$ cat src/rtl/mem_port_arbiter_if.sv
`default_nettype none
// ----------------------------------------------------------------------------
// mem_port_arbiter_if: fetch, data and memory-side signals of mem_port_arbiter.
// Rev 1.0
// ----------------------------------------------------------------------------
interface mem_port_arbiter_if #(
  parameter int ADDR_W = 30,
  parameter int DATA_W = 32
);
  logic              if_req;
  logic [ADDR_W-1:0] if_addr;
  logic [DATA_W-1:0] if_rdata;
  logic              if_ready;
  logic              dm_req;
  logic              dm_we;
  logic [ADDR_W-1:0] dm_addr;
  logic [DATA_W-1:0] dm_wdata;
  logic [DATA_W-1:0] dm_rdata;
  logic              dm_ready;
  logic              mem_en;
  logic              mem_we;
  logic [ADDR_W-1:0] mem_addr;
  logic [DATA_W-1:0] mem_wdata;
  logic [DATA_W-1:0] mem_rdata;
  logic              mem_valid;
  logic              stall_if;
  logic              stall_mem;
  logic              err_timeout;
  logic              err_spurious;

  modport slave (
    input  if_req, if_addr, dm_req, dm_we, dm_addr, dm_wdata, mem_rdata, mem_valid,
    output if_rdata, if_ready, dm_rdata, dm_ready, mem_en, mem_we, mem_addr, mem_wdata,
           stall_if, stall_mem, err_timeout, err_spurious
  );

  modport master (
    output if_req, if_addr, dm_req, dm_we, dm_addr, dm_wdata, mem_rdata, mem_valid,
    input  if_rdata, if_ready, dm_rdata, dm_ready, mem_en, mem_we, mem_addr, mem_wdata,
           stall_if, stall_mem, err_timeout, err_spurious
  );
endinterface
`default_nettype wire

$ cat src/rtl/mem_port_arbiter.sv
`default_nettype none
// ----------------------------------------------------------------------------
// mem_port_arbiter: shares one single-ported memory between IF and DM stages.
// Define ARB_ROUND_ROBIN_EN for round-robin instead of DM-priority.  Rev 1.0
// ----------------------------------------------------------------------------
module mem_port_arbiter #(
  parameter int ADDR_W  = 30,
  parameter int DATA_W  = 32,
  parameter int TIMEOUT = 255
) (
  input wire clk,
  input wire reset,
  mem_port_arbiter_if.slave bus
);
  localparam int            WD_W    = (TIMEOUT < 2) ? 1 : $clog2(TIMEOUT);
  localparam logic [WD_W-1:0] WD_LAST = WD_W'(TIMEOUT - 1);

  typedef enum logic [1:0] {
    IDLE    = 2'd0,
    BUSY_IF = 2'd1,
    BUSY_DM = 2'd2,
    DONE    = 2'd3
  } state_t;

  state_t            state;
  state_t            state_next;
  logic              pick_dm;
  logic              grant_dm;
  logic              grant_if;
  logic              done_ok;
  logic              done_to;
  logic              in_if;
  logic              in_busy;
  logic [ADDR_W-1:0] grant_addr;
  logic [WD_W-1:0]   wdog;

`ifdef ARB_ROUND_ROBIN_EN
  logic last_dm;

  always_ff @(posedge clk or posedge reset) begin
    if (reset) begin
      last_dm <= 1'b0;
    end else if (grant_dm | grant_if) begin
      last_dm <= grant_dm;
    end
  end

  // On contention the requester not served last wins.
  assign pick_dm = bus.dm_req & (~bus.if_req | ~last_dm);
`else
  assign pick_dm = bus.dm_req;
`endif

  assign in_if      = (state == BUSY_IF);
  assign in_busy    = (state == BUSY_IF) | (state == BUSY_DM);
  assign grant_addr = grant_dm ? bus.dm_addr : bus.if_addr;

  always_ff @(posedge clk or posedge reset) begin
    if (reset) begin
      state <= IDLE;
    end else begin
      state <= state_next;
    end
  end

  always_comb begin
    state_next = state;
    grant_dm   = 1'b0;
    grant_if   = 1'b0;
    done_ok    = 1'b0;
    done_to    = 1'b0;
    case (state)
      IDLE: begin
        if (pick_dm) begin
          grant_dm   = 1'b1;
          state_next = BUSY_DM;
        end else if (bus.if_req) begin
          grant_if   = 1'b1;
          state_next = BUSY_IF;
        end
      end
      BUSY_IF, BUSY_DM: begin
        if (bus.mem_valid) begin
          done_ok    = 1'b1;
          state_next = DONE;
        end else if (wdog == WD_LAST) begin
          done_to    = 1'b1;
          state_next = DONE;
        end
      end
      DONE:    state_next = IDLE;
      default: state_next = IDLE;
    endcase
  end

  always_ff @(posedge clk or posedge reset) begin
    if (reset) begin
      bus.if_rdata     <= '0;
      bus.if_ready     <= 1'b0;
      bus.dm_rdata     <= '0;
      bus.dm_ready     <= 1'b0;
      bus.mem_en       <= 1'b0;
      bus.mem_we       <= 1'b0;
      bus.mem_addr     <= '0;
      bus.mem_wdata    <= '0;
      bus.err_timeout  <= 1'b0;
      bus.err_spurious <= 1'b0;
      wdog             <= '0;
    end else begin
      bus.mem_en   <= grant_dm | grant_if;
      bus.if_ready <= (done_ok | done_to) & in_if;
      bus.dm_ready <= (done_ok | done_to) & ~in_if;

      // Address and write data stay put after issue so the memory may sample late.
      if (grant_dm | grant_if) begin
        bus.mem_addr <= grant_addr;
        bus.mem_we   <= grant_dm & bus.dm_we;
        if (grant_dm) begin
          bus.mem_wdata <= bus.dm_wdata;
        end
      end

      if (in_busy & ~done_ok & ~done_to) begin
        wdog <= wdog + 1'b1;
      end else begin
        wdog <= '0;
      end

      if (done_ok & in_if) begin
        bus.if_rdata <= bus.mem_rdata;
      end
      if (done_ok & ~in_if & ~bus.mem_we) begin
        bus.dm_rdata <= bus.mem_rdata;
      end

      if (done_to) begin
        bus.err_timeout <= 1'b1;
        if (in_if) begin
          bus.if_rdata <= {DATA_W{1'b1}};
        end else begin
          bus.dm_rdata <= {DATA_W{1'b1}};
        end
      end

      if (bus.mem_valid & ((state == IDLE) | (state == DONE))) begin
        bus.err_spurious <= 1'b1;
      end
    end
  end

  assign bus.stall_if  = bus.if_req & ~bus.if_ready;
  assign bus.stall_mem = bus.dm_req & ~bus.dm_ready;
endmodule
`default_nettype wire

$ cat src/flat_wrapper.sv
// flat-port wrapper written by rule: the top's interface ports become plain ports
module mem_port_arbiter_flat 
#(
  parameter int ADDR_W  = 30,
  parameter int DATA_W  = 32,
  parameter int TIMEOUT = 255
)
  (clk, reset, bus_if_req, bus_if_addr, bus_dm_req, bus_dm_we, bus_dm_addr, bus_dm_wdata, bus_mem_rdata, bus_mem_valid, bus_if_rdata, bus_if_ready, bus_dm_rdata, bus_dm_ready, bus_mem_en, bus_mem_we, bus_mem_addr, bus_mem_wdata, bus_stall_if, bus_stall_mem, bus_err_timeout, bus_err_spurious);
  mem_port_arbiter_if #(.ADDR_W(ADDR_W), .DATA_W(DATA_W)) bus_i ();
  input wire clk;
  input wire reset;
  input wire logic [$bits(bus_i.if_req)-1:0] bus_if_req;
  input wire logic [$bits(bus_i.if_addr)-1:0] bus_if_addr;
  input wire logic [$bits(bus_i.dm_req)-1:0] bus_dm_req;
  input wire logic [$bits(bus_i.dm_we)-1:0] bus_dm_we;
  input wire logic [$bits(bus_i.dm_addr)-1:0] bus_dm_addr;
  input wire logic [$bits(bus_i.dm_wdata)-1:0] bus_dm_wdata;
  input wire logic [$bits(bus_i.mem_rdata)-1:0] bus_mem_rdata;
  input wire logic [$bits(bus_i.mem_valid)-1:0] bus_mem_valid;
  output wire logic [$bits(bus_i.if_rdata)-1:0] bus_if_rdata;
  output wire logic [$bits(bus_i.if_ready)-1:0] bus_if_ready;
  output wire logic [$bits(bus_i.dm_rdata)-1:0] bus_dm_rdata;
  output wire logic [$bits(bus_i.dm_ready)-1:0] bus_dm_ready;
  output wire logic [$bits(bus_i.mem_en)-1:0] bus_mem_en;
  output wire logic [$bits(bus_i.mem_we)-1:0] bus_mem_we;
  output wire logic [$bits(bus_i.mem_addr)-1:0] bus_mem_addr;
  output wire logic [$bits(bus_i.mem_wdata)-1:0] bus_mem_wdata;
  output wire logic [$bits(bus_i.stall_if)-1:0] bus_stall_if;
  output wire logic [$bits(bus_i.stall_mem)-1:0] bus_stall_mem;
  output wire logic [$bits(bus_i.err_timeout)-1:0] bus_err_timeout;
  output wire logic [$bits(bus_i.err_spurious)-1:0] bus_err_spurious;
  assign bus_i.if_req = bus_if_req;
  assign bus_i.if_addr = bus_if_addr;
  assign bus_i.dm_req = bus_dm_req;
  assign bus_i.dm_we = bus_dm_we;
  assign bus_i.dm_addr = bus_dm_addr;
  assign bus_i.dm_wdata = bus_dm_wdata;
  assign bus_i.mem_rdata = bus_mem_rdata;
  assign bus_i.mem_valid = bus_mem_valid;
  assign bus_if_rdata = bus_i.if_rdata;
  assign bus_if_ready = bus_i.if_ready;
  assign bus_dm_rdata = bus_i.dm_rdata;
  assign bus_dm_ready = bus_i.dm_ready;
  assign bus_mem_en = bus_i.mem_en;
  assign bus_mem_we = bus_i.mem_we;
  assign bus_mem_addr = bus_i.mem_addr;
  assign bus_mem_wdata = bus_i.mem_wdata;
  assign bus_stall_if = bus_i.stall_if;
  assign bus_stall_mem = bus_i.stall_mem;
  assign bus_err_timeout = bus_i.err_timeout;
  assign bus_err_spurious = bus_i.err_spurious;
  mem_port_arbiter #(.ADDR_W(ADDR_W), .DATA_W(DATA_W), .TIMEOUT(TIMEOUT)) u_core (.clk(clk), .reset(reset), .bus(bus_i));
endmodule
$ cat config.mk
export PLATFORM = sky130hd
export DESIGN_NAME = mem_port_arbiter_flat
export DESIGN_NICKNAME = d
export VERILOG_FILES = /design/src/rtl/mem_port_arbiter_if.sv /design/src/rtl/mem_port_arbiter.sv /design/src/flat_wrapper.sv
export SDC_FILE = /design/constraint.sdc
export NUM_CORES = 1
export LEC_CHECK = 0
export BUFFER_PORTS_ARGS = -buffer_cell sky130_fd_sc_hd__buf_2
export CORE_ASPECT_RATIO = 1.25
export CORE_MARGIN = 8
export CORE_UTILIZATION = 33
export DETAILED_ROUTE_END_ITERATION = 8
export GPL_TIMING_DRIVEN = 0
export SYNTH_ARGS = -nofsm -noshare
export SYNTH_HDL_FRONTEND = slang
export SYNTH_SLANG_ARGS = --single-unit
$ cat constraint.sdc
create_clock -name clk -period 6.15 [get_ports clk]
set_input_delay 0.615 -clock clk [delete_from_list [all_inputs] [get_ports clk]]
set_output_delay 0.615 -clock clk [all_outputs]
set_load 0.02 [all_outputs]
# [After elaboration in Yosys (flattened, before gate mapping)]
# Cells that the tools add are included.
[word_totals] regBits=142 inputBits=130 out_inout_bits=134 elab_cells=67
[op_classes] addsub=1 eq_ne=6 mux=23 bitwise=21 n_reduce_logical=4
[op_table] cell="$mux W32" count=6
[op_table] cell="$mux W30" count=1
[op_table] cell="$and A1 B1 Y1" count=11
[op_table] cell="$mux W1" count=10
[op_table] cell="$add A8 B1 Y8 const B" count=1
[op_table] cell="$eq A8 B8 Y1 const B" count=1
[op_table] cell="$mux W2" count=4
[op_table] cell="$mux W8" count=1
[op_table] cell="$not A1 Y1" count=6
[op_table] cell="$pmux W2 S3" count=1
[op_table] cell="$eq A2 B2 Y1 const B" count=2
[op_table] cell="$or A1 B1 Y1" count=4
[op_table] cell="$reduce_and A2 Y1" count=2
[op_table] cell="$ne A3 B2 Y1 const B" count=1
[op_table] cell="$ne A3 B3 Y1 const B" count=1
[op_table] cell="$eq A2 B1 Y1 const B" count=1
[op_table] cell="$logic_not A2 Y1" count=1
[op_table] cell="$reduce_or A2 Y1" count=1

# [Logic depth before layout (Yosys ltp)]
[depth] depth_word=8 depth_mapped=8 depth_no_buf=6

# [Worst setup path after synthesis]
# Ideal clock, no wire load.
[synth_timing] path_type="input port to output port" startpoint="in bus_dm_req" endpoint="out bus_stall_mem" t_arrival_ns=1.540 required_time_ns=5.535 slack_ns=3.995 cell_stages=4 n_path_buf=2 path_cell_list="clkbuf_1 > clkbuf_1 > inv_1 > nor2_1"
[synth_between] elab_chain_len=1
[synth_lines] element="from (decl)" line="flat_wrapper.sv:14" source="input wire logic [$bits(bus_i.dm_req)-1:0] bus_dm_req;"
[synth_lines] element="$and A1 B1 Y1" line="mem_port_arbiter.sv:152" source="assign bus.stall_mem = bus.dm_req & ~bus.dm_ready;"
[synth_lines] element="to (decl)" line="flat_wrapper.sv:29" source="output wire logic [$bits(bus_i.stall_mem)-1:0] bus_stall_mem;"
# No other way between the ends.

# [Final worst setup path]
# Same ends and word-level chain as after synthesis.

==> out/qor.yml <==
core-area_um2: 17400
cts_max_level: 4
max_clock_freq_mhz: 388
ys_seq_elements: 142
worstPathRequired_ns: 5.53
ys_seq_area_share_pct: 60.9
chipHeight_um: 165
yosysTopAreaCell: "dfrtp_1"
crit_type: "primary input to output pin"
num_vias: 4990
cts.sinks: 142
dieWidth_um: 135
num-nets-final: 952
wl_um: 18500
worstPathArrival_ns: 1.97
relSlewSlack_pct: 52.0
critPathCaptureType: "output pin"
hold_ws_ns: 0.283
synth-main-ff-cell: "dfrtp_1"
fin_crit_ns: 2.58
p_leak_nw: 4.27
numCtsBuffers: 17
area_growth_pct: 38.6
synthArstFlopShare_pct: 100
drc: 0
hold_violations: 0
fin_crit_sh_pct: 42.0
crit_path_start_kind: "primary input"
rsz0062_at_grt: "no"
drt_iter0_markers: 248
grt_pass1_vias: 5170
antenna_found_initial: 1
dr.pass1.iters: 4
track_usage_pct: 16.6
fin_tns_setup_ns: 0
cts-hold-fix-buffers: 0
insertedDiodeCount: 0
clkLatencyLatePin_ns: 0.41
powerDensity_nw_per_um2: 576
post_drt_wl_per_cell_um: 17.6
place_hpwl_um: 14300
netlist_area_um2: 5840
status: "completed"
io_buffers: 261
io_pins: 264
cap_violations: 0
start_util_pct: 33.6
clk_pin_slew_ns: 0.06
synth_top_area_share_pct: 60.9
final_antenna_net_count: 0
rows: 54
grt_first_pass_wirelength_um: 29000
min_path_type: "primary input to async pin"
cts.repair.resized: 0
peakVddDrop_v: 0.000240
overflow: 0
synth.distinct_cells: 34
drive_gt1_share_pct: 40.8
syn-num-nets: 671
clock_skew_ns: 0.00884
drv_slew: 0
yosysMostFrequentCell: "dfrtp_1"
cp_max_fo: 10
post_cts_buffers: 0
setup_violations: 0
syn_avg_cell_area_um2: 10.9
final.fill_count: 1690
cts_tree: "built"
fin_util_pct: 46.6
ctsLongestPathBuffers: 2
synth_common_cells: "dfrtp_1 (142), nand2_1 (135), nand3_1 (69)"
synth_cells: 536
vias_per_cell: 4.73
synth_edf_count: 0
ys_top_cells_by_area: "dfrtp_1 (61%), nand2_1 (8.7%), a22o_1 (7.8%)"
globalplace.congestion: 0.811
root_buffer: "clkbuf_16"
worstMarginPinSlew_ns: 0.715
yosysWarnings: 0
dieArea_um2: 22200
grt_max_degree: 77
-- sequential cells by signal, summed over array words and instances (netlist names) --
register and flops:
u_core.bus.if_rdata 32, u_core.bus.mem_addr 30, u_core.bus.mem_en 1, u_core.bus.dm_rdata 32
u_core.bus.mem_wdata 32, u_core.bus.err_spurious 1, u_core.bus.err_timeout 1, u_core.wdog 8
u_core.bus.dm_ready 1, u_core.state 2, u_core.bus.mem_we 1, u_core.bus.if_ready 1
-- path summary, 6_finish.rpt --
| kind | startpoint | to | slack (ns) | cells after the start |
|---|---|---|---|---|
| setup / recovery | bus_dm_req | bus_stall_mem | 3.57 | 5 |
| hold / removal | reset | u_core.bus.mem_wdata[13] | 0.28 | 2 |
| setup reg to reg | u_core.state[0] | u_core.bus.dm_rdata[26] | 3.85 | 7 |
| hold reg to reg | u_core.bus.err_spurious | u_core.bus.err_spurious | 0.45 | 1 |
| max in group asynchronous | reset | u_core.bus.dm_rdata[31] | 5.08 | 3 |
| min in group clk | bus_dm_wdata[17] | u_core.bus.mem_wdata[17] | 0.43 | 2 |
-- cell usage in the layout, fill, tap and decap left out, types with 3 or more instances in the layout --
master	count
inv_1	6
dfrtp_1	142
ha_1	5
nand3_1	69
inv_6	7
clkbuf_16	17
mux2i_1	3
buf_6	3
a22o_1	52
buf_2	267
o21ai_0	3
nor3_1	3
nand2b_1	3
nand2_1	135
nor2_1	12
clkbuf_1	29
mux2_2	32
bufinv_16	4
a21oi_1	6
o22ai_1	7
-- per-layer routing --
| metal | vias to the layer above | global-route usage [%] | part of all wire (%) |
|---|---|---|---|
| li1 | 2410 | - | - |
| met3 | 14 | 6.36 | 9.6 |
| met5 | - | 0 | 0.043 |
| met2 | 206 | 27.3 | 47 |
| met4 | 2 | 4.25 | 0.84 |
| met1 | 2358 | 20.2 | 42 |
-- report_power, final --
group	switching (W)	total, W	internal (W)
Sequential	0.000207	0.00156	0.00136
Combinational	0.00124	0.00198	0.000739
Clock	0.000420	0.00111	0.000689
Total	0.00187	0.00466	0.00278
-- worst max-delay path: stages --
cell and delay, ns:
clkbuf_1 0.26, clkbuf_1 0.50, inv_1 0.26, nor2_1 0.15, buf_2 0.17
-- logic make-up after synthesis --
group	synth area share [%]
mux	6.69
buf+inv	3.41
xor+xnor	0.600
compound gates	10.2
fa+ha+maj	1.07
simple gates	17.2
flops	60.9
-- through the flow --
stage / setup WS (ns) / power (W) / instances / cell area (um2)
floorplan: 1.73 / 0.00285 / 536 / 5840
global placement: -0.0756 / 0.00357 / 1021 / 7420
detailed placement: 3.52 / 0.00360 / 1022 / 7450
CTS: 3.52 / 0.00473 / 1054 / 8090
global route: 3.40 / 0.00497 / 1054 / 8090
finish: 3.57 / 0.00466 / 1054 / 8090
-- final cells by class --
| type | count | area (um2) | share of cell area, % |
|---|---|---|---|
| multi-input combinational | 349 | 2080 | 25.8 |
| buffer | 37 | 169 | 2.09 |
| tap | 224 | 280 | 3.46 |
| inverter | 8 | 35.0 | 0.433 |
| timing repair buffer | 262 | 1330 | 16.5 |
| clock buffer | 18 | 429 | 5.31 |
| sequential | 142 | 3550 | 43.9 |
| clock inverter | 14 | 205 | 2.54 |
(Power assumes the default switching activity.)
